--- src/rtl/spram_port_arbiter.sv ---
// Byte-wide read/write arbiter in front of a 16k x 16 single-port SPRAM.
// Optional write starvation guard is enabled by defining ARB_STARVE_GUARD_EN.
module spram_port_arbiter #(
  parameter int MAX_WR_WAIT = 4
) (
  input  logic        clk,
  input  logic        rst,
  input  logic        rd_req,
  input  logic [14:0] rd_addr,
  output logic        rd_ack,
  output logic [7:0]  rd_data,
  output logic        rd_valid,
  input  logic        wr_req,
  input  logic [14:0] wr_addr,
  input  logic [7:0]  wr_data,
  output logic        wr_ack,
  output logic [13:0] ram_addr,
  output logic [15:0] ram_din,
  output logic [3:0]  ram_maskwren,
  output logic        ram_wren,
  input  logic [15:0] ram_dout
);

  function automatic logic [7:0] lane_sel(input logic upper, input logic [15:0] word);
    return upper ? word[15:8] : word[7:0];
  endfunction

  logic force_wr;
  logic rd_gnt;
  logic wr_gnt;

`ifdef ARB_STARVE_GUARD_EN
  logic [7:0] wr_wait_q, wr_wait_d;

  always_comb force_wr = wr_req && (wr_wait_q == 8'(MAX_WR_WAIT));

  always_comb begin
    wr_wait_d = wr_wait_q;
    if (!wr_req || wr_gnt)
      wr_wait_d = '0;
    else if (wr_wait_q < 8'(MAX_WR_WAIT))
      wr_wait_d = wr_wait_q + 8'd1;
  end

  always_ff @(posedge clk) begin
    if (rst) wr_wait_q <= '0;
    else     wr_wait_q <= wr_wait_d;
  end
`else
  always_comb force_wr = 1'b0;
`endif

  // Reads win unless the guard forces a pending write through; reset masks both.
  always_comb begin
    rd_gnt = !rst && rd_req && !force_wr;
    wr_gnt = !rst && wr_req && (!rd_req || force_wr);
  end

  always_comb begin
    rd_ack       = rd_gnt;
    wr_ack       = wr_gnt;
    ram_addr     = '0;
    ram_din      = '0;
    ram_maskwren = '0;
    ram_wren     = 1'b0;
    if (wr_gnt) begin
      ram_addr     = wr_addr[14:1];
      ram_din      = {wr_data, wr_data};
      ram_maskwren = wr_addr[0] ? 4'b1100 : 4'b0011;
      ram_wren     = 1'b1;
    end else if (rd_gnt) begin
      ram_addr     = rd_addr[14:1];
    end
  end

  logic       vld_p1_q;
  logic       lane_p1_q;
  logic       vld_p2_q;
  logic [7:0] data_p2_q;

  // Stage p1: read issued, SPRAM output arrives next cycle
  always_ff @(posedge clk) begin
    if (rst) begin
      vld_p1_q  <= 1'b0;
      lane_p1_q <= 1'b0;
    end else begin
      vld_p1_q  <= rd_gnt;
      lane_p1_q <= rd_gnt ? rd_addr[0] : lane_p1_q;
    end
  end

  // Stage p2: byte lane selected and held until the next valid
  always_ff @(posedge clk) begin
    if (rst) begin
      vld_p2_q  <= 1'b0;
      data_p2_q <= '0;
    end else begin
      vld_p2_q <= vld_p1_q;
      if (vld_p1_q) data_p2_q <= lane_sel(lane_p1_q, ram_dout);
    end
  end

  assign rd_valid = vld_p2_q;
  assign rd_data  = data_p2_q;

endmodule

--- config.mk ---
export PLATFORM = sky130hd
export DESIGN_NAME = spram_port_arbiter
export DESIGN_NICKNAME = d
export VERILOG_FILES = /design/src/rtl/spram_port_arbiter.sv
export SDC_FILE = /design/constraint.sdc
export NUM_CORES = 1
export LEC_CHECK = 0
export BUFFER_PORTS_ARGS = -buffer_cell sky130_fd_sc_hd__buf_2
export CAP_MARGIN = 15
export CORE_UTILIZATION = 33
export DETAILED_ROUTE_END_ITERATION = 12
export GPL_ROUTABILITY_DRIVEN = 0
export PLACE_DENSITY_LB_ADDON = 0.08
export REMOVE_ABC_BUFFERS = 1
export SLEW_MARGIN = 10
export SYNTH_ARGS = -nofsm -noshare
export SYNTH_HDL_FRONTEND = slang
export SYNTH_SLANG_ARGS = --single-unit
export TNS_END_PERCENT = 1
--- constraint.sdc ---
create_clock -name clk -period 1.25 [get_ports clk]
set_input_delay 0.125 -clock clk [delete_from_list [all_inputs] [get_ports clk]]
set_output_delay 0.125 -clock clk [all_outputs]
set_load 0.005 [all_outputs]
==> flow_metrics.py, run 1 <==
metrics = {
    "power": {
        "p_per_area_mw_per_mm2": 688,
        "leakagePower_nw": 0.763,
        "vdd_ir_drop_max_mv": 0.683,
    },
    "critical_path": {
        "worstSetupStartpointType": "register",
        "worst-setup-path-type": "register to register",
        "critPathMaxFanout": 17,
        "timing.critical_path.required_ns": 1.43,
        "cpMaxStageDelayCell": "sky130_fd_sc_hd__dfxtp_1",
        "cp.buffers_inverters": 0,
        "cp.arrival_ns": 1.26,
        "biggest_cell_delay_along_the_critical_path_ns": 0.66,
        "worst_setup_path_end_kind": "register",
        "worstPathCellList": "nor2_1 -> a211oi_1",
        "critical_path_s_top_delay_family": "flip-flops",
    },
    "clock_tree": {
        "cts_htree_levels": 1,
        "cts-resized-gates": 0,
        "cts.sink_count": 11,
        "cts_tree": "yes",
        "cts.repair_timing.setup_buffer_count": 0,
        "clockRootBuffer": "sky130_fd_sc_hd__clkbuf_4",
        "number_of_buffers_on_the_longest_clock_path": 2,
        "clkSlewWorstSetupHoldPaths_ns": 0.07,
        "worstSkewPairLatency_ns": 0.27,
        "cts_hold_buffers": 0,
        "cts_made_buffers": 3,
    },
    "sta": {
        "final_min_period_over_clock_period_pct": 85.9,
        "timing_worst_slew_pin_value_ns": 0.542,
        "timing.max_slew.rel_slack_pct": 63.8,
        "unrepaired_setup_endpoints_after_global_routing": "no",
        "finalSetupViolCount": 0,
        "fin_setup_tns_ns": 0,
        "final.setup.worst_slack_ns": 0.176,
        "slew_violations": 0,
        "timing.final.hold_violations": 0,
        "period_minus_slack_ns": 1.07,
        "max_freq_mhz": 931,
        "fin_worst_skew_ns": 0.000741,
    },
    "die": {
        "num_rows": 18,
        "floorplan.die_area_mm2": 0.00286,
        "chipWidth_um": 53.4,
        "start_util_pct": 34.9,
        "io_pins": 104,
        "core_area_mm2": 0.00250,
        "floorplan.die.height_um": 53.4,
    },
    "cells_and_area": {
        "post_route_cells_drive_above_1_share_pct": 54.9,
        "finalNetCount": 265,
        "n_antenna_cell": 0,
        "flow.area_growth_from_synthesis_pct": 56.0,
    },
    "synthesis": {
        "post_synth.cell_area_avg_um2": 7.59,
        "synth-seq-area-share_pct": 25.2,
        "synth-seq-cells": 11,
        "synth_area_um2": 873,
        "yosysUniqueCellTypes": 14,
        "syn_warnings": 0,
        "synthesis.instances": 115,
    },
    "drt": {
        "drt-pass1-iter-count": 4,
        "wire_per_inst_um": 11.0,
        "route.detailed.vias_per_inst": 4.72,
        "remaining_drc_errors": 0,
        "route.antenna.remaining_nets": 0,
        "drt-initial-drc-count": 15,
        "postRouteWirelength_mm": 2.60,
        "detailed_route_via_count": 1114,
    },
    "global_route": {
        "first_global_vias": 878,
        "pin_count_of_the_biggest_net_entering_global_routing": 27,
        "gr-usage-all-layers_pct": 17.8,
        "grt_pass1_wl_mm": 3.68,
        "grt.overflow.total": 0,
        "antenna_found_initial": 0,
    },
    "outcome": {
        "run_status": "finished, final reports clean",
    },
    "place": {
        "port_buffers": 103,
        "place_ws_ns": 0.179,
        "dp.final_hpwl_mm": 2.04,
    },
    "worst_hold_path": {
        "holdCritPathClass": "input port to register",
    },
    "run": {
        "max-cap-violations": 0,
    },
}
==> power breakdown <==
part           total, mW  switching (mW)  leakage, nW  internal, mW
Combinational      0.306           0.129        0.657         0.176
Clock              0.240           0.116       0.0150         0.124
Sequential         0.393          0.0193       0.0909         0.373
Total              0.938           0.265        0.763         0.673
==> area by class of cell <==
type,instances,area [um^2]
sequential,11,220
clock buffer,4,26.3
fill,252,1140
tap,30,37.5
multi-input combinational,82,505
timing repair buffer,109,573
==> logic make-up (layout without fill, tap and decap cells) <==
kind of cell	count (synthesis)	in the layout	share of synthesized area, %
muxes	9	9	10.3
buffers and inverters	22	113	16.9
DFF	11	11	25.2
AOI/OAI and AO/OA	22	22	14.9
and+or+nand+nor	51	51	32.7
==> cell usage after synthesis <==
cell	n	area, um^2
sky130_fd_sc_hd__nor2b_1	4	25.0
sky130_fd_sc_hd__buf_4	14	105
sky130_fd_sc_hd__mux2i_1	9	90.1
sky130_fd_sc_hd__nor3b_2	1	12.5
sky130_fd_sc_hd__a21oi_1	14	70.1
sky130_fd_sc_hd__clkbuf_1	3	11.3
sky130_fd_sc_hd__buf_6	1	11.3
sky130_fd_sc_hd__a211oi_1	8	60.1
sky130_fd_sc_hd__and2_1	9	56.3
sky130_fd_sc_hd__dfxtp_1	11	220
sky130_fd_sc_hd__nand3b_1	14	105
sky130_fd_sc_hd__nor2_1	9	33.8
sky130_fd_sc_hd__nand2_1	14	52.6
sky130_fd_sc_hd__buf_2	4	20.0
==> stage by stage <==
step / util, % / instance area, um^2 / cells / total power [mW] / hold slack, ns
floorplan: - / 726 / 93 / 0.503 / 0.197
global route: 54.5 / 1360 / 236 / 1.01 / 0.0988
finish: 54.5 / 1360 / 236 / 0.938 / 0.0989
global placement: 53.5 / 1340 / 232 / 0.701 / 0.372
CTS: 54.5 / 1360 / 236 / 0.955 / 0.0906
detailed placement: 53.5 / 1340 / 232 / 0.709 / 0.379
==> registers in the layout, summed over array words and instances (netlist names) <==
signal     flops
lane_p1_q      1
rd_data        8
rd_valid       1
vld_p1_q       1
==> cell usage in the layout, fill, tap and decap left out <==
| cell type | netlist | routed |
|---|---|---|
| sky130_fd_sc_hd__nor3b_2 | 1 | 1 |
| sky130_fd_sc_hd__and2_1 | 9 | 9 |
| sky130_fd_sc_hd__buf_4 | 14 | 5 |
| sky130_fd_sc_hd__nor2b_1 | 4 | 4 |
| sky130_fd_sc_hd__clkbuf_4 | 0 | 3 |
| sky130_fd_sc_hd__a211oi_1 | 8 | 8 |
| sky130_fd_sc_hd__a21oi_1 | 14 | 14 |
| sky130_fd_sc_hd__nor2_1 | 9 | 9 |
| sky130_fd_sc_hd__dfxtp_1 | 11 | 11 |
| sky130_fd_sc_hd__mux2i_1 | 9 | 9 |
| sky130_fd_sc_hd__buf_2 | 4 | 103 |
| sky130_fd_sc_hd__nand3b_1 | 14 | 14 |
| sky130_fd_sc_hd__clkbuf_1 | 3 | 1 |
| sky130_fd_sc_hd__nand2_1 | 14 | 14 |
| sky130_fd_sc_hd__buf_12 | 0 | 1 |
==> tightest hold or removal path, cell delays in order <==
cell                      delay [ns]
sky130_fd_sc_hd__buf_2          0.08
sky130_fd_sc_hd__mux2i_1        0.06
sky130_fd_sc_hd__nor2_1         0.07
==> per-layer routing <==
metal | GRT usage (%) | up-vias | wire, um
met5 | 0 | - | 0
li1 | - | 565 | -
met2 | 34.6 | 60 | 1380
met1 | 19.2 | 489 | 998
met4 | 1.32 | 0 | 0
met3 | 5.46 | 0 | 216
==> path summary, 6_finish.rpt <==
path                      startpoint                      end  slack [ns]  cells after the start
min reg2reg  rd_data[4]$_SDFFE_PP0P_  rd_data[4]$_SDFFE_PP0P_        0.48                      2
max reg2reg      vld_p1_q$_SDFF_PP0_  rd_data[0]$_SDFFE_PP0P_        0.18                      2
min                       rd_addr[0]   lane_p1_q$_SDFFE_PP0N_         0.1                      3
max              vld_p1_q$_SDFF_PP0_  rd_data[0]$_SDFFE_PP0P_        0.18                      2
(Power assumes the default switching activity.)
==> inputs of run 2 (changes only) <==
CORE_UTILIZATION = 25   (was 33)
==> flow_metrics.py, run 2 (synthesis gave the netlist of run 1 again) <==
metrics = {
    "critical_path": {
        "endpoint": "ram_din[14]",
        "critical-path-top-cell-by-count": "sky130_fd_sc_hd__buf_2",
        "worst-r2r-cell-count": 3,
        "worst-setup-path-type": "input port to output pin",
        "worstSetupStartpointType": "input port",
        "r2r-end": "rd_data[2]$_SDFFE_PP0P_",
        "r2r-start": "lane_p1_q$_SDFFE_PP0N_",
        "worstPathCellList": "buf_2 -> nor3b_2 -> buf_4 -> and2_1 -> buf_2",
        "worst_setup_path_end_kind": "output pin",
        "regToRegSetupSlack_ns": 0.24,
        "biggest_cell_delay_along_the_critical_path_ns": 0.18,
        "timing.critical_path.required_ns": 1.12,
        "critPathMaxFanout": 12,
        "cp.arrival_ns": 0.90,
        "worst_setup_path_startpoint": "rd_req",
        "cpMaxStageDelayCell": "sky130_fd_sc_hd__buf_4",
    },
    "global_route": {
        "first_global_vias": 908,
        "antenna_found_initial": 0,
        "pin_count_of_the_biggest_net_entering_global_routing": 27,
        "grt_pass1_wl_mm": 3.88,
        "grt.overflow.total": 0,
        "gr-usage-all-layers_pct": 14.0,
    },
    "die": {
        "start_util_pct": 26.2,
        "floorplan.die.height_um": 61.1,
        "io_pins": 104,
        "num_rows": 21,
        "chipWidth_um": 61.1,
        "core_area_mm2": 0.00334,
        "floorplan.die_area_mm2": 0.00373,
    },
    "clock_tree": {
        "clockRootBuffer": "sky130_fd_sc_hd__clkbuf_4",
        "cts.sink_count": 11,
        "cts_htree_levels": 1,
        "cts_tree": "yes",
        "cts_hold_buffers": 0,
        "number_of_buffers_on_the_longest_clock_path": 2,
        "cts_made_buffers": 3,
        "clkSlewWorstSetupHoldPaths_ns": 0.07,
        "worstSkewPairLatency_ns": 0.26,
    },
    "sta": {
        "period_minus_slack_ns": 1.03,
        "fin_setup_tns_ns": 0,
        "finalSetupViolCount": 0,
        "final_min_period_over_clock_period_pct": 82.3,
        "unrepaired_setup_endpoints_after_global_routing": "no",
        "holdWs_ns": 0.111,
        "timing_worst_slew_pin_value_ns": 0.291,
        "timing.final.hold_violations": 0,
        "final.setup.worst_slack_ns": 0.221,
        "slew_violations": 0,
        "fin_worst_skew_ns": 0.000639,
        "timing.max_slew.rel_slack_pct": 80.6,
        "max_freq_mhz": 972,
    },
    "drt": {
        "wire_per_inst_um": 11.1,
        "detailed_route_via_count": 1101,
        "drt-pass1-iter-count": 4,
        "route.antenna.remaining_nets": 0,
        "drt-initial-drc-count": 23,
        "remaining_drc_errors": 0,
        "route.detailed.vias_per_inst": 4.37,
        "postRouteWirelength_mm": 2.79,
    },
    "cells_and_area": {
        "most_common_library_cell_in_the_layout_ignoring_fill_and_taps": "sky130_fd_sc_hd__buf_2",
        "fin_area_mm2": 0.00137,
        "finalNetCount": 265,
        "layout.cells.non_filler": 252,
        "mostFrequentLayoutCells": "sky130_fd_sc_hd__buf_2 (103), sky130_fd_sc_hd__nand2_1 (14), sky130_fd_sc_hd__nand3b_1 (14), sky130_fd_sc_hd__a21oi_1 (14), sky130_fd_sc_hd__dfxtp_1 (10)",
        "post_route_cells_drive_above_1_share_pct": 55.3,
        "final_util_pct": 41.1,
        "flow.area_growth_from_synthesis_pct": 57.0,
        "n_antenna_cell": 0,
        "largest_reg_flops": 8,
    },
    "place": {
        "place_ws_ns": 0.151,
        "dp.final_hpwl_mm": 2.26,
        "placedCellCount": 248,
        "placement.cell_area_mm2": 0.00134,
        "port_buffers": 103,
    },
    "power": {
        "post-layout-total-power_uw": 932,
        "leakagePower_nw": 0.760,
        "vdd_ir_drop_max_mv": 0.340,
        "p_per_area_mw_per_mm2": 680,
    },
    "worst_hold_path": {
        "holdCritPathClass": "input port to register",
    },
    "run": {
        "max-cap-violations": 0,
    },
    "outcome": {
        "run_status": "finished, final reports clean",
    },
}
## run 2: cell type report
class / instances / area [um^2]
clock buffer: 4 / 26.3
fill: 381 / 1970
multi-input combinational: 82 / 505
sequential: 11 / 221
tap: 46 / 57.6
timing repair buffer: 109 / 561
## run 2: timing repair
| item | CTS | global route |
|---|---|---|
| setup endpoints to repair | 0 | 1 |
| resized for setup | 0 | 1 |
| buffers inserted | 0 | 0 |
## run 2: worst max-delay path, delay by kind of cell
| kind | cells | cell delay (ns) |
|---|---|---|
| and+or+nand+nor | 2 | 0.34 |
| buffers and inverters | 3 | 0.45 |
## run 2: how the worst min path moves through the flow
stage	start	end	slack [ns]	cells past startpoint
floorplan	rst	rd_valid$_SDFF_PP0_	0.20	1
finish	rd_addr[0]	lane_p1_q$_SDFFE_PP0N_	0.11	3
CTS	rd_addr[0]	lane_p1_q$_SDFFE_PP0N_	0.11	3
global route	rd_addr[0]	lane_p1_q$_SDFFE_PP0N_	0.13	3
global placement	rd_addr[0]	lane_p1_q$_SDFFE_PP0N_	0.40	3
detailed placement	rd_addr[0]	lane_p1_q$_SDFFE_PP0N_	0.38	3
## run 2: report_power, final
part	switching, mW	total (mW)	internal, mW
Sequential	0.0176	0.391	0.374
Combinational	0.133	0.305	0.172
Clock	0.113	0.236	0.123
## run 2: layer usage
metal | track usage (%) | part of all wire, %
met4 | 0.974 | 0
met2 | 29.0 | 55
met1 | 13.9 | 37
met5 | 0 | 0
met3 | 4.41 | 7.8
==> inputs of run 3 (changes only) <==
clock period = 0.95 ns   (was 1.25 ns; I/O delays follow)
==> flow_metrics.py, run 3 (synthesis gave the netlist of run 1 again) <==
metrics = {
    "critical_path": {
        "biggest_cell_delay_along_the_critical_path_ns": 0.17,
        "critical-path-top-cell-by-count": "sky130_fd_sc_hd__buf_2",
        "r2r-start": "lane_p1_q$_SDFFE_PP0N_",
        "timing.critical_path.required_ns": 0.85,
        "critical_path_s_top_delay_family": "buffers and inverters",
        "worst-r2r-cell-count": 3,
        "cpMaxStageDelayCell": "sky130_fd_sc_hd__buf_4",
        "worstPathCellList": "buf_2 -> nor3b_2 -> buf_4 -> and2_1 -> buf_2",
        "worst_setup_path_end_kind": "output pin",
        "path_depth": 5,
        "worstSetupStartpointType": "input port",
        "cp.buffers_inverters": 3,
        "r2r-end": "rd_data[7]$_SDFFE_PP0P_",
        "critPathMaxFanout": 12,
        "regToRegSetupSlack_ns": 0.05,
        "cp.arrival_ns": 0.83,
        "worst-setup-path-type": "input port to output pin",
    },
    "drt": {
        "remaining_drc_errors": 0,
        "route.detailed.vias_per_inst": 4.42,
        "route.antenna.remaining_nets": 0,
        "drt-pass1-iter-count": 4,
        "drt-initial-drc-count": 15,
        "postRouteWirelength_mm": 2.77,
        "detailed_route_via_count": 1122,
        "wire_per_inst_um": 10.9,
    },
    "clock_tree": {
        "cts_htree_levels": 1,
        "clkSlewWorstSetupHoldPaths_ns": 0.07,
        "worstSkewPairLatency_ns": 0.26,
        "clockRootBuffer": "sky130_fd_sc_hd__clkbuf_4",
        "cts.sink_count": 11,
        "number_of_buffers_on_the_longest_clock_path": 2,
        "cts_made_buffers": 3,
        "cts_tree": "yes",
    },
    "sta": {
        "timing.final.hold_violations": 0,
        "final_min_period_over_clock_period_pct": 96.9,
        "final.setup.worst_slack_ns": 0.0291,
        "fin_worst_skew_ns": 0.00839,
        "period_minus_slack_ns": 0.921,
        "unrepaired_setup_endpoints_after_global_routing": "yes",
        "timing.max_slew.rel_slack_pct": 81.2,
        "fin_setup_tns_ns": 0,
        "holdWs_ns": 0.0592,
        "slew_violations": 0,
        "timing_worst_slew_pin_value_ns": 0.282,
        "max_freq_mhz": 1090,
        "finalSetupViolCount": 0,
    },
    "die": {
        "chipWidth_um": 61.1,
        "floorplan.die.height_um": 61.1,
        "num_rows": 21,
        "start_util_pct": 26.2,
        "io_pins": 104,
        "floorplan.die_area_mm2": 0.00373,
        "core_area_mm2": 0.00334,
    },
    "place": {
        "dp.final_hpwl_mm": 2.26,
        "place_ws_ns": 0.00337,
        "placedCellCount": 250,
        "port_buffers": 103,
        "placement.cell_area_mm2": 0.00138,
    },
    "global_route": {
        "gr-usage-all-layers_pct": 14.3,
        "antenna_found_initial": 0,
        "first_global_vias": 981,
        "pin_count_of_the_biggest_net_entering_global_routing": 27,
        "grt.overflow.total": 0,
        "grt_pass1_wl_mm": 3.95,
    },
    "cells_and_area": {
        "n_antenna_cell": 0,
        "flow.area_growth_from_synthesis_pct": 64.0,
        "largest_reg_flops": 8,
        "fillers": 356,
        "layout.cells.non_filler": 254,
        "final_util_pct": 42.9,
        "finalNetCount": 267,
        "most_common_library_cell_in_the_layout_ignoring_fill_and_taps": "sky130_fd_sc_hd__buf_2",
        "mostFrequentLayoutCells": "sky130_fd_sc_hd__buf_2 (103), sky130_fd_sc_hd__nand2_1 (14), sky130_fd_sc_hd__nand3b_1 (14), sky130_fd_sc_hd__a21oi_1 (11), sky130_fd_sc_hd__dfxtp_1 (10)",
        "post_route_cells_drive_above_1_share_pct": 58.2,
        "seq_cell_area_um2": 221,
        "multiInputGateArea_um2": 523,
        "fin_area_mm2": 0.00143,
    },
    "worst_hold_path": {
        "timing.hold.worst_endpoint": "lane_p1_q$_SDFFE_PP0N_",
        "worstHoldStart": "rd_addr[0]",
        "holdCritPathClass": "input port to register",
        "hold_depth": 3,
    },
    "power": {
        "vdd_ir_drop_max_mv": 0.351,
        "post-layout-total-power_mw": 1.26,
        "p_per_area_mw_per_mm2": 879,
        "leakagePower_nw": 0.779,
    },
    "outcome": {
        "run_status": "finished, final reports clean",
    },
    "run": {
        "max-cap-violations": 0,
    },
}
run 3: changes by cell type in the layout (fill, tap and decap cells not counted):
cell / delta
sky130_fd_sc_hd__mux2i_2: +1
sky130_fd_sc_hd__buf_4: -1
sky130_fd_sc_hd__mux2i_1: -1
sky130_fd_sc_hd__a21oi_1: -3
sky130_fd_sc_hd__buf_6: +1
sky130_fd_sc_hd__nor2b_2: +1
sky130_fd_sc_hd__buf_12: +2
sky130_fd_sc_hd__nor2b_1: -1
sky130_fd_sc_hd__a21oi_2: +3
run 3: worst max-delay path by stage:
stage | startpoint | endpoint | slack [ns]
after floorplan | lane_p1_q$_SDFFE_PP0N_ | rd_data[0]$_SDFFE_PP0P_ | -0.02
after global placement | rd_req | ram_maskwren[0] | 0.002
after detailed placement | rd_req | ram_addr[11] | 0.003
after CTS | lane_p1_q$_SDFFE_PP0N_ | rd_data[7]$_SDFFE_PP0P_ | 0.005
after global routing | rd_req | ram_maskwren[1] | -0.03
final | rd_req | ram_din[1] | 0.03
run 3: power by group:
group / leakage [nW] / switching, mW / total (mW) / internal, mW
sequential: 0.0912 / 0.0155 / 0.507 / 0.492
clock: 0.0150 / 0.151 / 0.313 / 0.162
combinational: 0.673 / 0.190 / 0.439 / 0.249
run 3: final cells by class:
type	instances	share of cell area (%)
Multi-Input combinational cell	82	36.5
Clock buffer	4	1.83
Tap cell	46	4.02
Sequential cell	11	15.5
Timing Repair Buffer	111	42.2
run 3: metal layers:
layer | share of wire (%) | track usage (%) | wire, um | vias to the layer above
met5 | 0 | 0 | 0 | -
met2 | 54 | 30.0 | 1510 | 64
li1 | - | - | - | 565
met1 | 38 | 13.9 | 1050 | 493
met3 | 7.6 | 3.57 | 211 | 0
met4 | 0 | 1.95 | 0 | 0
run 3: repair_timing:
item	4_1_cts	5_1_grt
pin swaps	0	10
hold buffers	0	0
resized for setup	2	5
setup buffers	0	0
gates cloned	0	0
setup endpoints to repair	4	34
run 3: worst min-delay path, stage by stage:
cell,delay [ns]
sky130_fd_sc_hd__buf_2,0.07
sky130_fd_sc_hd__mux2i_1,0.05
sky130_fd_sc_hd__nor2_1,0.07
